$ cat src/rtl/context_switch_controller_pkg.sv
`default_nettype none
// ============================================================================
// Module      : context_switch_controller_pkg
// Description : Shared stage encodings for the decoder controller, the
//               context-switch controller and the edge/PE array.
//               Exports: STAGE_WIDTH and the STAGE_* stage codes.
// Revision    : 1.0 - initial release
// ============================================================================
package context_switch_controller_pkg;

  localparam int STAGE_WIDTH = 3;

  localparam logic [STAGE_WIDTH-1:0] STAGE_IDLE                = 3'd0;
  localparam logic [STAGE_WIDTH-1:0] STAGE_MEASUREMENT_LOADING = 3'd1;
  localparam logic [STAGE_WIDTH-1:0] STAGE_GROW                = 3'd2;
  localparam logic [STAGE_WIDTH-1:0] STAGE_MERGE               = 3'd3;
  localparam logic [STAGE_WIDTH-1:0] STAGE_PEEL                = 3'd4;
  localparam logic [STAGE_WIDTH-1:0] STAGE_WRITE_TO_MEM        = 3'd5;
  localparam logic [STAGE_WIDTH-1:0] STAGE_READ_FROM_MEM       = 3'd6;

endpackage
`default_nettype wire

$ cat src/rtl/context_switch_controller_if.sv
`default_nettype none
// ============================================================================
// Module      : context_switch_controller_if
// Description : Request / broadcast bundle of the context-switch controller.
//               master : controller view (takes request + upstream stage,
//                        drives ready, global stage, local flag, context,
//                        done pulse)
//               slave  : main-controller / array view (mirror of master)
//               CTX_WIDTH must match the controller's CTX_WIDTH.
// Revision    : 1.0 - initial release
// ============================================================================
interface context_switch_controller_if
  import context_switch_controller_pkg::*;
#(
  parameter int CTX_WIDTH = 1
) ();

  logic [STAGE_WIDTH-1:0] upstream_stage;
  logic                   ctx_req_valid;
  logic                   ctx_req_local;
  logic                   ctx_req_ready;
  logic [STAGE_WIDTH-1:0] global_stage;
  logic                   local_context_switch;
  logic [CTX_WIDTH-1:0]   current_context;
  logic                   ctx_done;

  modport master (
    input  upstream_stage,
    input  ctx_req_valid,
    input  ctx_req_local,
    output ctx_req_ready,
    output global_stage,
    output local_context_switch,
    output current_context,
    output ctx_done
  );

  modport slave (
    output upstream_stage,
    output ctx_req_valid,
    output ctx_req_local,
    input  ctx_req_ready,
    input  global_stage,
    input  local_context_switch,
    input  current_context,
    input  ctx_done
  );

endinterface
`default_nettype wire

$ cat src/rtl/context_switch_controller_ctx_wrap_counter.sv
`default_nettype none
// ============================================================================
// Module      : ctx_wrap_counter
// Description : Modulo-NUM_CONTEXTS counter with enable. Same stepping rule
//               as the edge memory address, so the two stay in lockstep.
//               clk   in  clock
//               reset in  synchronous, active-high (count -> 0)
//               en    in  advance by one (wrapping to 0 after NUM_CONTEXTS-1)
//               count out current index
// Revision    : 1.0 - initial release
// ============================================================================
module ctx_wrap_counter #(
  parameter int NUM_CONTEXTS = 2,
  parameter int CTX_WIDTH    = 1
) (
  input  wire logic                 clk,
  input  wire logic                 reset,
  input  wire logic                 en,
  output logic      [CTX_WIDTH-1:0] count
);

  // With a single context the last index is 0, so every advance wraps to 0.
  localparam logic [CTX_WIDTH-1:0] c_LAST =
    CTX_WIDTH'(NUM_CONTEXTS > 1 ? NUM_CONTEXTS - 1 : 0);

  logic [CTX_WIDTH-1:0] r_count;
  logic [CTX_WIDTH-1:0] w_count_next;

  always_comb begin
    w_count_next = r_count;
    if (en) begin
      w_count_next = (r_count == c_LAST) ? '0 : r_count + 1'b1;
    end
  end

  always_ff @(posedge clk) begin
    if (reset) begin
      r_count <= '0;
    end else begin
      r_count <= w_count_next;
    end
  end

  assign count = r_count;

endmodule
`default_nettype wire

$ cat src/rtl/context_switch_controller.sv
`default_nettype none
// ============================================================================
// Module      : context_switch_controller
// Description : Initiator of the edge/PE context-switch protocol. In IDLE the
//               upstream stage is passed to the array one cycle late. An
//               accepted request sequences the broadcast stage through
//               WRITE_TO_MEM, a memory-settle gap (non-local only) and
//               READ_FROM_MEM, then pulses ctx_done.
//               clk     in  clock
//               reset   in  synchronous, active-high
//               ctx_if  master modport:
//                 upstream_stage, ctx_req_valid, ctx_req_local (in)
//                 ctx_req_ready, global_stage, local_context_switch,
//                 current_context, ctx_done (out, all registered)
// Revision    : 1.0 - initial release
// ============================================================================
module context_switch_controller
  import context_switch_controller_pkg::*;
#(
  parameter int NUM_CONTEXTS     = 2,
  parameter int MEM_READ_LATENCY = 2,
  parameter int CTX_WIDTH        = $clog2(NUM_CONTEXTS > 1 ? NUM_CONTEXTS : 2)
) (
  input wire logic                   clk,
  input wire logic                   reset,
  context_switch_controller_if.master ctx_if
);

  typedef enum logic [2:0] {
    S_IDLE  = 3'd0,
    S_WRITE = 3'd1,
    S_WAIT  = 3'd2,
    S_READ  = 3'd3,
    S_DONE  = 3'd4
  } state_t;

  localparam int                    c_WAIT_W    = $clog2(MEM_READ_LATENCY + 1);
  // WAIT lasts MEM_READ_LATENCY cycles and exits when the counter is 0.
  localparam logic [c_WAIT_W-1:0]   c_WAIT_LOAD = c_WAIT_W'(MEM_READ_LATENCY - 1);

  state_t                 r_state;
  state_t                 w_state_next;
  logic [c_WAIT_W-1:0]    r_wait_cnt;
  logic [c_WAIT_W-1:0]    w_wait_cnt_next;
  logic                   r_local;
  logic                   w_local_next;
  logic [STAGE_WIDTH-1:0] r_stage;
  logic [STAGE_WIDTH-1:0] w_stage_next;
  logic                   r_ready;
  logic                   r_done;
  logic                   w_ctx_advance;
  logic [CTX_WIDTH-1:0]   w_ctx;

  // The edge address advances while the array sees WRITE_TO_MEM; the
  // controller's copy steps during WRITE so it reads the new index from the
  // cycle after WRITE onwards.
  assign w_ctx_advance = (r_state == S_WRITE) && !r_local;

  ctx_wrap_counter #(
    .NUM_CONTEXTS (NUM_CONTEXTS),
    .CTX_WIDTH    (CTX_WIDTH)
  ) u_ctx_counter (
    .clk   (clk),
    .reset (reset),
    .en    (w_ctx_advance),
    .count (w_ctx)
  );

  // Next state plus the next value of every registered output. Outputs are
  // computed from the state being entered so they line up with it.
  always_comb begin
    w_state_next    = r_state;
    w_wait_cnt_next = r_wait_cnt;
    w_local_next    = r_local;
    w_stage_next    = STAGE_IDLE;

    case (r_state)
      S_IDLE: begin
        w_stage_next = ctx_if.upstream_stage;
        if (ctx_if.ctx_req_valid) begin
          w_state_next = S_WRITE;
          w_local_next = ctx_if.ctx_req_local;
          w_stage_next = STAGE_WRITE_TO_MEM;
        end
      end
      S_WRITE: begin
        if (r_local) begin
          // Local switch: no address change, so no settle gap.
          w_state_next = S_READ;
          w_stage_next = STAGE_READ_FROM_MEM;
        end else begin
          w_state_next    = S_WAIT;
          w_wait_cnt_next = c_WAIT_LOAD;
        end
      end
      S_WAIT: begin
        if (r_wait_cnt == '0) begin
          w_state_next = S_READ;
          w_stage_next = STAGE_READ_FROM_MEM;
        end else begin
          w_wait_cnt_next = r_wait_cnt - 1'b1;
        end
      end
      S_READ: begin
        w_state_next = S_DONE;
      end
      S_DONE: begin
        // Local flag is held through DONE because the edges compare it with
        // their one-cycle-late stage copy; it drops as IDLE is entered.
        w_state_next = S_IDLE;
        w_local_next = 1'b0;
      end
      default: begin
        w_state_next = S_IDLE;
        w_local_next = 1'b0;
      end
    endcase
  end

  always_ff @(posedge clk) begin
    if (reset) begin
      r_state    <= S_IDLE;
      r_wait_cnt <= '0;
      r_local    <= 1'b0;
      r_stage    <= STAGE_IDLE;
      r_ready    <= 1'b1;
      r_done     <= 1'b0;
    end else begin
      r_state    <= w_state_next;
      r_wait_cnt <= w_wait_cnt_next;
      r_local    <= w_local_next;
      r_stage    <= w_stage_next;
      r_ready    <= (w_state_next == S_IDLE);
      r_done     <= (w_state_next == S_DONE);
    end
  end

  assign ctx_if.ctx_req_ready        = r_ready;
  assign ctx_if.global_stage         = r_stage;
  assign ctx_if.local_context_switch = r_local;
  assign ctx_if.current_context      = w_ctx;
  assign ctx_if.ctx_done             = r_done;

endmodule
`default_nettype wire

$ cat src/flat_wrapper.sv
// flat-port wrapper written by rule: the top's interface ports become plain ports
module context_switch_controller_flat import context_switch_controller_pkg::*;
#(
  parameter int NUM_CONTEXTS     = 2,
  parameter int MEM_READ_LATENCY = 2,
  parameter int CTX_WIDTH        = $clog2(NUM_CONTEXTS > 1 ? NUM_CONTEXTS : 2)
)
  (clk, reset, ctx_if_upstream_stage, ctx_if_ctx_req_valid, ctx_if_ctx_req_local, ctx_if_ctx_req_ready, ctx_if_global_stage, ctx_if_local_context_switch, ctx_if_current_context, ctx_if_ctx_done);
  context_switch_controller_if #(.CTX_WIDTH(CTX_WIDTH)) ctx_if_i ();
  input wire logic clk;
  input wire logic reset;
  input wire logic [$bits(ctx_if_i.upstream_stage)-1:0] ctx_if_upstream_stage;
  input wire logic [$bits(ctx_if_i.ctx_req_valid)-1:0] ctx_if_ctx_req_valid;
  input wire logic [$bits(ctx_if_i.ctx_req_local)-1:0] ctx_if_ctx_req_local;
  output wire logic [$bits(ctx_if_i.ctx_req_ready)-1:0] ctx_if_ctx_req_ready;
  output wire logic [$bits(ctx_if_i.global_stage)-1:0] ctx_if_global_stage;
  output wire logic [$bits(ctx_if_i.local_context_switch)-1:0] ctx_if_local_context_switch;
  output wire logic [$bits(ctx_if_i.current_context)-1:0] ctx_if_current_context;
  output wire logic [$bits(ctx_if_i.ctx_done)-1:0] ctx_if_ctx_done;
  assign ctx_if_i.upstream_stage = ctx_if_upstream_stage;
  assign ctx_if_i.ctx_req_valid = ctx_if_ctx_req_valid;
  assign ctx_if_i.ctx_req_local = ctx_if_ctx_req_local;
  assign ctx_if_ctx_req_ready = ctx_if_i.ctx_req_ready;
  assign ctx_if_global_stage = ctx_if_i.global_stage;
  assign ctx_if_local_context_switch = ctx_if_i.local_context_switch;
  assign ctx_if_current_context = ctx_if_i.current_context;
  assign ctx_if_ctx_done = ctx_if_i.ctx_done;
  context_switch_controller #(.NUM_CONTEXTS(NUM_CONTEXTS), .MEM_READ_LATENCY(MEM_READ_LATENCY), .CTX_WIDTH(CTX_WIDTH)) u_core (.clk(clk), .reset(reset), .ctx_if(ctx_if_i));
endmodule
$ cat config.mk
export PLATFORM = sky130hd
export DESIGN_NAME = context_switch_controller_flat
export DESIGN_NICKNAME = d
export VERILOG_FILES = /design/src/rtl/context_switch_controller_pkg.sv /design/src/rtl/context_switch_controller_if.sv /design/src/rtl/context_switch_controller_ctx_wrap_counter.sv /design/src/rtl/context_switch_controller.sv /design/src/flat_wrapper.sv
export SDC_FILE = /design/constraint.sdc
export NUM_CORES = 1
export LEC_CHECK = 0
export ABC_AREA = 1
export CORE_AREA = 2 2 39 41
export DETAILED_ROUTE_END_ITERATION = 8
export DIE_AREA = 0 0 41 43
export HOLD_SLACK_MARGIN = 0.03
export PLACE_DENSITY = 0.67
export SYNTH_ARGS = -nofsm -noshare
export SYNTH_HDL_FRONTEND = slang
export SYNTH_SLANG_ARGS = --single-unit
$ cat constraint.sdc
create_clock -name clk -period 1.38 [get_ports clk]
set_clock_uncertainty 0.15 [all_clocks]
set_input_delay 0.138 -clock clk [delete_from_list [all_inputs] [get_ports clk]]
set_output_delay 0.138 -clock clk [all_outputs]
set_load 0.02 [all_outputs]
==> implementation parameters <==
Parameter                              Value

Yosys
  Dominant cells by area after synthesis ... sky130_fd_sc_hd__dfxtp_1, sky130_fd_sc_hd__inv_1, sky130_fd_sc_hd__nand2_1
  Fraction of the mapped netlist area in simple logic gates ... 29.9%
  Number of register bits inferred by synthesis ... 12
  Post-synth top area share ... 45.6%
  Xor/xnor cell area share of the yosys netlist ... 1.66%
  Adder and majority gate portion of the synthesized area ... 2.38%
  Post-synthesis sequential area ratio ... 45.6%
  Library cells used by synthesis ... 21
  Share of the synthesized area in compound gates (AO/OA/AOI/OAI) ... 10.7%
  Synthesized instance count ... 64
  Mux cell area share after synthesis ... 0%
  Mean area per synthesized cell ... 8.23 sq um
  Syn_nets ... 72
  Synthesized cell area ... 527 sq um
  Combinational family with the most area after synthesis ... simple AND/OR/NAND/NOR gates
  Warnings, synthesis ... 0
  Area leader, netlist ... sky130_fd_sc_hd__dfxtp_1

Detailed routing
  Detailed router's first-iteration violation count ... 8
  Routed len/inst ... 10.3 um
  Post-route antenna net violation count ... 0
  Vias after detailed routing ... 464
  Number of remaining DRC errors ... 0
  First-pass iteration count of the detailed router ... 4
  Per-cell via count in the routed design ... 4.73
  Wire length after detailed routing ... 1.01 mm

Clocking
  # clock sinks ... 12
  CTS tree ... built
  Root buffer cell ... sky130_fd_sc_hd__clkbuf_4
  Clock transition at the register clock pins on the worst setup and hold paths after CTS ... 0.08 ns
  Bufs on Longest Clock Path ... 2
  CTS HTree Levels ... 1
  Clk_lat worst skew ... 0.28 ns
  Number of buffers added by the clock tree synthesis step ... 3
  Total of hold buffers inserted after clock tree synthesis ... 0

Global route
  Vias in the first global route ... 369
  Maximum number of pins on one net before global-route repair ... 8
  Global-route wire length before repair ... 1.53 mm
  Initial antenna violation count ... 0
  GRT Util Overall ... 13.6%
  Total congestion overflow after global routing ... 0

Layout
  Layout area overhead ... 35.2%
  Total Nets Final ... 91
  Share of cells above drive strength 1 ... 22.0%
  Final standard cell utilization of the core ... 51.4%
  Antenna fix cells ... 0
  Leading cell types in the layout, fill and taps excluded ... sky130_fd_sc_hd__dfxtp_1, sky130_fd_sc_hd__inv_1, sky130_fd_sc_hd__nor2_1, sky130_fd_sc_hd__nand2_1, sky130_fd_sc_hd__dlygate4sd2_1
  Leading cell type in the layout, fill and taps excluded ... sky130_fd_sc_hd__dfxtp_1

Place
  GP Congestion ... 0.781
  Post-detail-place hpwl ... 775 um
  Count of input and output buffers ... 13

STA
  Endpoints failing setup ... 0
  Slew HR ... 85.5%
  Fmax ... 0.764 GHz
  Final critical-path required period ... 1.31 ns
  Final critical-path share of the clock period ... 94.9%
  Unrepaired setup endpoints after global routing ... no
  Final hold violations ... 0
  Actual transition at the worst max-transition pin ... 0.215 ns
  Sum of negative setup slack ... 0 ns
  Number of pins with negative max-slew slack in the final report ... 0

Critical path
  Critical Path Sink Type ... output pin
  Arrival time reported for the critical path endpoint ... 1.02 ns
  Critical setup path kind ... reg2out
  Data required time at the worst endpoint ... 1.09 ns
  Worst Path Buf+Inv ... 1
  Worst path max stage delay ... 0.38 ns
  Cell type group with the largest total delay on the critical path ... flip-flops
  CP max stage cell ... sky130_fd_sc_hd__dfxtp_1
  Startpoint types ... flip-flop
  Cells along the critical path ... dlygate4sd2_1
  Critical path fanouts, max ... 4

Power and ir drop
  Design Power ... 0.000950 W
  Static leakage ... 0.370 nW
  Total power divided by cell area ... 1330 nW/um^2
  Largest vdd supply drop ... 0.000657 V

Job
  Number of violations of the max-capacitance limit ... 0

Floorplanning
  Horizontal die dimension ... 41 um
  Initial Utilization ... 38.1%
  Die area ... 1760 sq um
  I/O Pins ... 14
  Placeable core region ... 1380 sq um
  Cell Rows ... 14
  Die Height ... 43 um

Min path
  Worst min-delay path category ... in2reg

Status
  Result of the run ... completed
[cells in the mapped netlist]
cell / number
sky130_fd_sc_hd__dfxtp_1: 12
sky130_fd_sc_hd__inv_1: 9
sky130_fd_sc_hd__nand2_1: 8
sky130_fd_sc_hd__nor2_1: 8
sky130_fd_sc_hd__a21oi_1: 3
sky130_fd_sc_hd__inv_2: 3
sky130_fd_sc_hd__o21ai_1: 3
sky130_fd_sc_hd__nand3_2: 2
sky130_fd_sc_hd__nand4_1: 2
sky130_fd_sc_hd__nand4_2: 2
sky130_fd_sc_hd__nor4_1: 2
sky130_fd_sc_hd__a21oi_2: 1
sky130_fd_sc_hd__ha_1: 1
sky130_fd_sc_hd__inv_4: 1
sky130_fd_sc_hd__nand2_2: 1
sky130_fd_sc_hd__nand3_1: 1
sky130_fd_sc_hd__nor2_2: 1
sky130_fd_sc_hd__nor3_2: 1
sky130_fd_sc_hd__o211ai_2: 1
sky130_fd_sc_hd__o21ai_0: 1
sky130_fd_sc_hd__xnor2_1: 1
[kinds of logic after synthesis]
| family | count (synthesis) |
|---|---|
| AND/OR/NAND/NOR | 28 |
| buffers and inverters | 13 |
| flip-flops | 12 |
| AO/OA/AOI/OAI | 9 |
| XOR/XNOR | 1 |
| adder cells (fa/ha/maj) | 1 |
[routing by layer]
| metal | wire [um] | global-route usage, % |
|---|---|---|
| met1 | 435 | 16.4 |
| met2 | 469 | 18.1 |
| met3 | 61 | 3.14 |
| met4 | 48 | 14.0 |
| met5 | 0 | 0 |
[worst register-to-register path: cells and delay by family (launching register included)]
| family | cells | cell delay [ns] |
|---|---|---|
| adders and majority gates | 1 | 0.22 |
| DFF | 1 | 0.33 |
| and+or+nand+nor | 4 | 0.42 |
| buffers and inverters | 1 | 0.05 |
[state kept, by name, summed over array words and instances, names as in the netlist]
signal                              cells
u_core.r_state                          3
u_core.ctx_if.ctx_done                  1
u_core.r_wait_cnt                       2
u_core.u_ctx_counter.count              1
u_core.ctx_if.local_context_switch      1
u_core.ctx_if.global_stage              3
u_core.ctx_if.ctx_req_ready             1
[area by class of cell]
cell class,count,area (sq um)
Timing Repair Buffer,14,129
Sequential cell,12,240
Clock buffer,4,36.3
Tap cell,16,20.0
Fill cell,136,672
Multi-Input combinational cell,39,235
Inverter,13,51.3
[path summary, 6_finish.rpt]
path                                                   start                                               to  slack, ns  depth (start not counted)
min reg2reg                u_core.r_wait_cnt[1]$_SDFFE_PP0P_                u_core.r_wait_cnt[1]$_SDFFE_PP0P_       0.33                          2
min                                     ctx_if_ctx_req_local  u_core.ctx_if.local_context_switch$_SDFFE_PP0P_       0.31                          3
max reg2reg                u_core.r_wait_cnt[0]$_SDFFE_PP0P_                u_core.r_wait_cnt[0]$_SDFFE_PP0P_       0.12                          6
max          u_core.ctx_if.local_context_switch$_SDFFE_PP0P_                      ctx_if_local_context_switch       0.07                          1
[stage by stage]
stage | worst slack, ns | cells | area (sq um) | hold slack [ns]
global placement | 0.0952 | 94 | 684 | 0.307
detailed placement | 0.0736 | 94 | 684 | 0.317
floorplan | 0.205 | 64 | 527 | 0.0504
finish | 0.0707 | 98 | 712 | 0.308
global route | 0.00547 | 98 | 712 | 0.313
CTS | 0.0595 | 98 | 712 | 0.301
[power by group]
| group | switching (W) | internal [W] |
|---|---|---|
| registers | 0.0000251 | 0.000388 |
| clock network | 0.000126 | 0.000161 |
| logic | 0.000149 | 0.000102 |
| total | 0.000300 | 0.000650 |
[repair_timing]
action                                  CTS  global route
endpoints found under the setup margin    7             0
buffers inserted                          0             0
resized for setup                         7             0
Power figures use the tool's default switching activity.
